**config.mk**
```make
export PLATFORM = sky130hd
export DESIGN_NAME = bcp_ucq_flat
export DESIGN_NICKNAME = d
export VERILOG_FILES = /design/src/rtl/bcp_pkg.sv /design/src/rtl/bcp_ucq_if.sv /design/src/rtl/bcp_ucq_match.sv /design/src/rtl/bcp_ucq.sv /design/src/flat_wrapper.sv
export SDC_FILE = /design/constraint.sdc
export NUM_CORES = 1
export LEC_CHECK = 0
export ABC_AREA = 1
export ABC_CLOCK_PERIOD_IN_PS = 18700
export CAP_MARGIN = 20
export CORE_ASPECT_RATIO = 0.7
export CORE_MARGIN = 3
export CORE_UTILIZATION = 40
export DETAILED_ROUTE_END_ITERATION = 10
export PLACE_DENSITY = 0.55
export SLEW_MARGIN = 40
export SYNTH_ARGS = -nofsm -noshare
export SYNTH_HDL_FRONTEND = slang
export SYNTH_SLANG_ARGS = --single-unit
```
**constraint.sdc**
```tcl
create_clock -name clk -period 18.7 [get_ports clk]
set_input_delay 5.61 -clock clk [delete_from_list [all_inputs] [get_ports clk]]
set_output_delay 5.61 -clock clk [all_outputs]
set_load 0.05 [all_outputs]
```
**src/rtl/bcp_pkg.sv**
```systemverilog
// rtl/bcp_pkg.sv - shared BCP literal types and sizing constants
package bcp_pkg;

  localparam int LIT_IDX_MAX = 255;
  localparam int CLA_LENGTH  = 8;
  localparam int LIT_W       = $clog2(LIT_IDX_MAX) + 1;

  typedef logic signed [LIT_W-1:0] lit_t;

  // Most-negative code has no valid negation, so it is treated like "no literal".
  localparam lit_t LIT_MIN = {1'b1, {(LIT_W-1){1'b0}}};

  function automatic lit_t lit_neg(input lit_t l);
    return -l;
  endfunction

  function automatic logic lit_is_real(input lit_t l);
    return (l != '0) && (l != LIT_MIN);
  endfunction

endpackage

```
**src/rtl/bcp_ucq_if.sv**
```systemverilog
// rtl/bcp_ucq_if.sv - push/pop handshake and status bundle of the unit-clause queue
interface bcp_ucq_if #(
  parameter int DEPTH = 16
);
  import bcp_pkg::*;

  localparam int CW = $clog2(DEPTH + 1);

  logic          flush;
  logic          push;
  lit_t          push_lit;
  logic          pop;
  lit_t          pop_lit;
  logic          empty;
  logic          full;
  logic [CW-1:0] count;
  logic          conflict;
  logic          dup_drop;
  logic          overflow;

  modport master (
    output flush, push, push_lit, pop,
    input  pop_lit, empty, full, count, conflict, dup_drop, overflow
  );

  modport slave (
    input  flush, push, push_lit, pop,
    output pop_lit, empty, full, count, conflict, dup_drop, overflow
  );

endinterface

```
**src/rtl/bcp_ucq_match.sv**
```systemverilog
// rtl/bcp_ucq_match.sv - combinational same/negated literal match across all valid slots
module bcp_ucq_match
  import bcp_pkg::*;
#(
  parameter int DEPTH = 16
) (
  input  lit_t             slot_lit [DEPTH],
  input  logic [DEPTH-1:0] slot_vld,
  input  lit_t             query,
  output logic             hit_same,
  output logic             hit_neg
);

  lit_t query_neg;

  always_comb begin
    query_neg = lit_neg(query);
    hit_same  = 1'b0;
    hit_neg   = 1'b0;
    for (int i = 0; i < DEPTH; i++) begin
      if (slot_vld[i] && (slot_lit[i] == query))     hit_same = 1'b1;
      if (slot_vld[i] && (slot_lit[i] == query_neg)) hit_neg  = 1'b1;
    end
  end

endmodule

```
**src/rtl/bcp_ucq.sv**
```systemverilog
// rtl/bcp_ucq.sv - unit-clause queue: circular literal buffer with duplicate drop
// and sticky contradiction/overflow detection
module bcp_ucq
  import bcp_pkg::*;
#(
  parameter int DEPTH = 16
) (
  input logic       clk,
  input logic       rst_n,
  bcp_ucq_if.slave  q
);

  localparam int PW = $clog2(DEPTH);
  localparam int CW = $clog2(DEPTH + 1);

  lit_t             lit_q [DEPTH];
  lit_t             lit_d [DEPTH];
  logic [DEPTH-1:0] vld_q, vld_d;
  logic [PW-1:0]    head_q, head_d;
  logic [PW-1:0]    tail_q, tail_d;
  logic [CW-1:0]    count_q, count_d;
  logic             empty_q, empty_d;
  logic             full_q, full_d;
  logic             conflict_q, conflict_d;
  logic             overflow_q, overflow_d;
  logic             dup_q, dup_d;

  logic             hit_same, hit_neg;
  logic             push_ok, pop_en, wr_en;

  // Match runs on the pre-update slots, so a slot being popped this cycle still counts.
  bcp_ucq_match #(.DEPTH(DEPTH)) u_match (
    .slot_lit (lit_q),
    .slot_vld (vld_q),
    .query    (q.push_lit),
    .hit_same (hit_same),
    .hit_neg  (hit_neg)
  );

  assign push_ok = q.push && lit_is_real(q.push_lit);
  assign pop_en  = q.pop && !empty_q;

  always_comb begin
    lit_d      = lit_q;
    vld_d      = vld_q;
    head_d     = head_q;
    tail_d     = tail_q;
    count_d    = count_q;
    empty_d    = empty_q;
    full_d     = full_q;
    conflict_d = conflict_q;
    overflow_d = overflow_q;
    dup_d      = 1'b0;
    wr_en      = 1'b0;

    if (q.flush) begin
      vld_d      = '0;
      head_d     = '0;
      tail_d     = '0;
      count_d    = '0;
      empty_d    = 1'b1;
      full_d     = 1'b0;
      conflict_d = 1'b0;
      overflow_d = 1'b0;
    end else begin
      if (push_ok && !conflict_q) begin
        if (hit_neg)                conflict_d = 1'b1;
        else if (hit_same)          dup_d      = 1'b1;
        else if (full_q && !q.pop)  overflow_d = 1'b1;
        else                        wr_en      = 1'b1;
      end

      // Pop clears before the write sets, so full push+pop on the same slot keeps it valid.
      if (pop_en) begin
        vld_d[head_q] = 1'b0;
        head_d        = head_q + 1'b1;
      end
      if (wr_en) begin
        lit_d[tail_q] = q.push_lit;
        vld_d[tail_q] = 1'b1;
        tail_d        = tail_q + 1'b1;
      end

      count_d = count_q + CW'(wr_en) - CW'(pop_en);
      empty_d = (count_d == '0);
      full_d  = (count_d == CW'(DEPTH));
    end
  end

  always_ff @(posedge clk or posedge rst_n) begin
    if (rst_n) begin
      for (int i = 0; i < DEPTH; i++) lit_q[i] <= '0;
      vld_q      <= '0;
      head_q     <= '0;
      tail_q     <= '0;
      count_q    <= '0;
      empty_q    <= 1'b1;
      full_q     <= 1'b0;
      conflict_q <= 1'b0;
      overflow_q <= 1'b0;
      dup_q      <= 1'b0;
    end else begin
      lit_q      <= lit_d;
      vld_q      <= vld_d;
      head_q     <= head_d;
      tail_q     <= tail_d;
      count_q    <= count_d;
      empty_q    <= empty_d;
      full_q     <= full_d;
      conflict_q <= conflict_d;
      overflow_q <= overflow_d;
      dup_q      <= dup_d;
    end
  end

  assign q.pop_lit  = vld_q[head_q] ? lit_q[head_q] : '0;
  assign q.empty    = empty_q;
  assign q.full     = full_q;
  assign q.count    = count_q;
  assign q.conflict = conflict_q;
  assign q.overflow = overflow_q;
  assign q.dup_drop = dup_q;

endmodule

```
**src/flat_wrapper.sv**
```systemverilog
// flat-port wrapper written by rule: the top's interface ports become plain ports
module bcp_ucq_flat import bcp_pkg::*;
#(
  parameter int DEPTH = 16
)
  (clk, rst_n, q_flush, q_push, q_push_lit, q_pop, q_pop_lit, q_empty, q_full, q_count, q_conflict, q_dup_drop, q_overflow);
  bcp_ucq_if #(.DEPTH(DEPTH)) q_i ();
  input logic clk;
  input logic rst_n;
  input wire logic [$bits(q_i.flush)-1:0] q_flush;
  input wire logic [$bits(q_i.push)-1:0] q_push;
  input wire logic [$bits(q_i.push_lit)-1:0] q_push_lit;
  input wire logic [$bits(q_i.pop)-1:0] q_pop;
  output wire logic [$bits(q_i.pop_lit)-1:0] q_pop_lit;
  output wire logic [$bits(q_i.empty)-1:0] q_empty;
  output wire logic [$bits(q_i.full)-1:0] q_full;
  output wire logic [$bits(q_i.count)-1:0] q_count;
  output wire logic [$bits(q_i.conflict)-1:0] q_conflict;
  output wire logic [$bits(q_i.dup_drop)-1:0] q_dup_drop;
  output wire logic [$bits(q_i.overflow)-1:0] q_overflow;
  assign q_i.flush = q_flush;
  assign q_i.push = q_push;
  assign q_i.push_lit = q_push_lit;
  assign q_i.pop = q_pop;
  assign q_pop_lit = q_i.pop_lit;
  assign q_empty = q_i.empty;
  assign q_full = q_i.full;
  assign q_count = q_i.count;
  assign q_conflict = q_i.conflict;
  assign q_dup_drop = q_i.dup_drop;
  assign q_overflow = q_i.overflow;
  bcp_ucq #(.DEPTH(DEPTH)) u_core (.clk(clk), .rst_n(rst_n), .q(q_i));
endmodule
```
==> flow_metrics.tcl <==
set metrics [dict create \
    core_area_um2 34950 \
    grt_max_degree 124 \
    synthesis.nets 2225 \
    cts_resized 0 \
    htree_num_levels 4 \
    layout_common_cells "nand2_1, nor2_1, dfrtp_1" \
    start_util_pct 40.90 \
    min_period_ps 11720 \
    fin_crit_sh_pct 62.66 \
    synth_warnings 0 \
    cts.clk_slew.worst_paths_ps 90 \
    cp_slowest_cell "ha_1" \
    power.leakage_nw 7.528 \
    final_common_cell "nand2_1" \
    die_y_um 164.2 \
    gp_congestion 1.000 \
    avgSynthCellArea_um2 6.515 \
    cp_slowest_stage_delay_ps 700 \
    internal_power_mw 0.7690 \
    cp_top_family "buffers and inverters" \
    pwr-share-clk_pct 27.3 \
    syn_to_final_growth_pct 7.230 \
    first_iter_violations 2180 \
    critical_path_class "in -> reg" \
    fp-row-count 57 \
    hold_ws_ps 524.8 \
    layout-drive-gt1-share_pct 6.030 \
    syn-cell-area_um2 14290 \
    crit_buf_inv 9 \
    num_antenna_cells 0 \
    dp_hpwl_um 45460 \
    drc 0 \
    antenna_left 0 \
    min_path_type "reg -> reg" \
    io_buffers 32 \
    synth.distinct_cells 47 \
    p_per_area_nw_per_um2 92.61 \
    rsz0062_at_grt "false" \
    critPathRequiredTime_ps 19080 \
    pwr-share-seq_pct 35.2 \
    nFillCells 3732 \
    crit_fanout 79 \
    grt_usage_pct 35.65 \
    ys_seq_area_share_pct 31.17 \
    slew_headroom_pct 36.51 \
    grt.overflow.total 0 \
    syn_inst 2194 \
    firstDrtPassIters 6 \
    fin_skew_ps 29.69 \
    clk_path_buf_depth 2 \
    final_cells 2628 \
    antenna_found_initial 3 \
    slew_viol_final 0 \
    finalSetupViolations 0 \
    wire_per_inst_um 25.84 \
    power.switching_mw 0.6505 \
    hold_violations 0 \
    finalCoreUtilization_pct 43.86 \
    fmax_mhz 85.35 \
    wirelength_um 67910 \
    postCtsSetupRepairBufs 0 \
    multi_input_area_um2 8454 \
    cts_tree "done" \
    grt_pass1_vias 13790 \
    seq_area_um2 4458 \
    status "completed" \
    vias 15330 \
    io_pins 33 \
    die_w_um 231.9 \
    placed_cells 2595 \
    combPwrFrac_pct 37.5 \
    cts.sinks 178 \
    clock_latency_ps 490 \
    dieArea_um2 38080 \
    grt_pass1_wl_um 97750 \
    ir_drop_uv 87.55 \
    ctsHoldBuffers 0 \
    nets 2174 \
    startpoint_type "input port" \
    synth_seq_cells 178 \
    numCtsBuffers 17 \
    detail_route.vias_per_cell 5.834 \
    sw_frac_of_total_pct 45.83 \
    cp-end-kind "register" \
    drv_cap 0 \
    ctsRootBufferMaster "clkbuf_16" \
    setup_tns_ps 0 \
    arrival_ps 12090 \
    worst_pin_slew_ps 942.4 \
]
[synthesized netlist by cell type, drive strengths merged]
cell type  number  area share (%)
nor3           10            0.35
a21boi          5            0.26
xnor3           4            0.63
inv           177             4.6
nand2         750              20
buf            68             3.5
or2             3            0.13
o21ai         151             5.3
ha             16             1.4
a21oi          77             2.7
nand4         143             7.4
nand3b         12            0.63
clkinv          4            0.11
o211ai         16            0.84
fa              1            0.14
a41oi           5            0.31
o21a            1           0.053
a211oi          5            0.26
dfstp           1            0.18
o22ai           7            0.31
xnor2          47             2.9
clkbuf         64             1.7
and2            1           0.044
nand3         113             4.1
xor2           53             3.3
a221o           1           0.070
o21bai          1           0.053
dfrtp         177              31
nor2          281             7.9
[final timing paths]
| kind | startpoint | endpoint | slack (ps) | depth (start not counted) |
|---|---|---|---|---|
| setup / recovery | q_push_lit[1] | u_core.tail_q[1]$_DFFE_PP0P_ | 6980 | 30 |
| hold / removal | u_core.lit_q[142]$_DFFE_PP0P_ | u_core.lit_q[142]$_DFFE_PP0P_ | 520 | 2 |
| setup reg to reg | u_core.lit_q[41]$_DFFE_PP0P_ | u_core.tail_q[1]$_DFFE_PP0P_ | 14630 | 18 |
| hold reg to reg | u_core.lit_q[142]$_DFFE_PP0P_ | u_core.lit_q[142]$_DFFE_PP0P_ | 520 | 2 |
| max in group asynchronous | rst_n | u_core.lit_q[77]$_DFFE_PP0P_ | 11880 | 3 |
| min in group asynchronous | rst_n | u_core.lit_q[81]$_DFFE_PP0P_ | 5710 | 2 |
[power by group through the flow]
stage,Clock [mW],Sequential (mW),Combinational (mW)
2_1_floorplan,0,0.494,0.340
4_1_cts,0.391,0.496,0.516
5_1_grt,0.406,0.503,0.573
3_3_place_gp,0,0.503,0.513
6_report,0.388,0.500,0.532
3_5_place_dp,0,0.503,0.513
[cells by family after synthesis]
| kind of cell | count (synthesis) | synth area share, % |
|---|---|---|
| simple gates | 1313 | 40.35 |
| compound gates | 269 | 10.16 |
| xor+xnor | 104 | 6.810 |
| fa+ha+maj | 17 | 1.541 |
| flops | 178 | 31.17 |
| buf+inv | 313 | 9.961 |
[metrics by stage]
step	setup slack (ps)	total power, mW	instance area, um2
2_1_floorplan	8261	0.8339	14290
3_3_place_gp	6381	1.016	14670
3_5_place_dp	6513	1.016	14690
4_1_cts	7066	1.403	15290
5_1_grt	6787	1.482	15330
6_report	6983	1.419	15330
[worst register-to-register path: cells and delay by family, from the launching register on]
family          cells  cell delay (ps)
simple gates       13             1830
buf+inv             4             1400
flops               1              570
compound gates      1              170
[final cells by class]
cell class | instances | area share (%)
Multi-Input combinational cell | 1703 | 55.16
Sequential cell | 178 | 29.09
Inverter | 181 | 4.514
Tap cell | 472 | 3.853
Timing Repair Buffer | 62 | 3.461
Clock buffer | 18 | 2.800
Clock inverter | 14 | 1.127
[routing by layer]
| metal | vias up | wire (um) | global-route usage [%] |
|---|---|---|---|
| li1 | 6971 | - | - |
| met3 | 111 | 8437 | 11.25 |
| met4 | 2 | 1724 | 10.10 |
| met5 | - | 12 | 0 |
| met1 | 7339 | 32160 | 55.00 |
| met2 | 909 | 25580 | 46.40 |
[flip-flops by register name, indices dropped and copies added (netlist names)]
signal	cells
u_core.q.full	1
u_core.vld_q	16
u_core.tail_q	4
u_core.lit_q	144
u_core.q.dup_drop	1
u_core.q.empty	1
u_core.q.count	5
u_core.q.conflict	1
u_core.q.overflow	1
u_core.head_q	4
(Power assumes the default switching activity.)
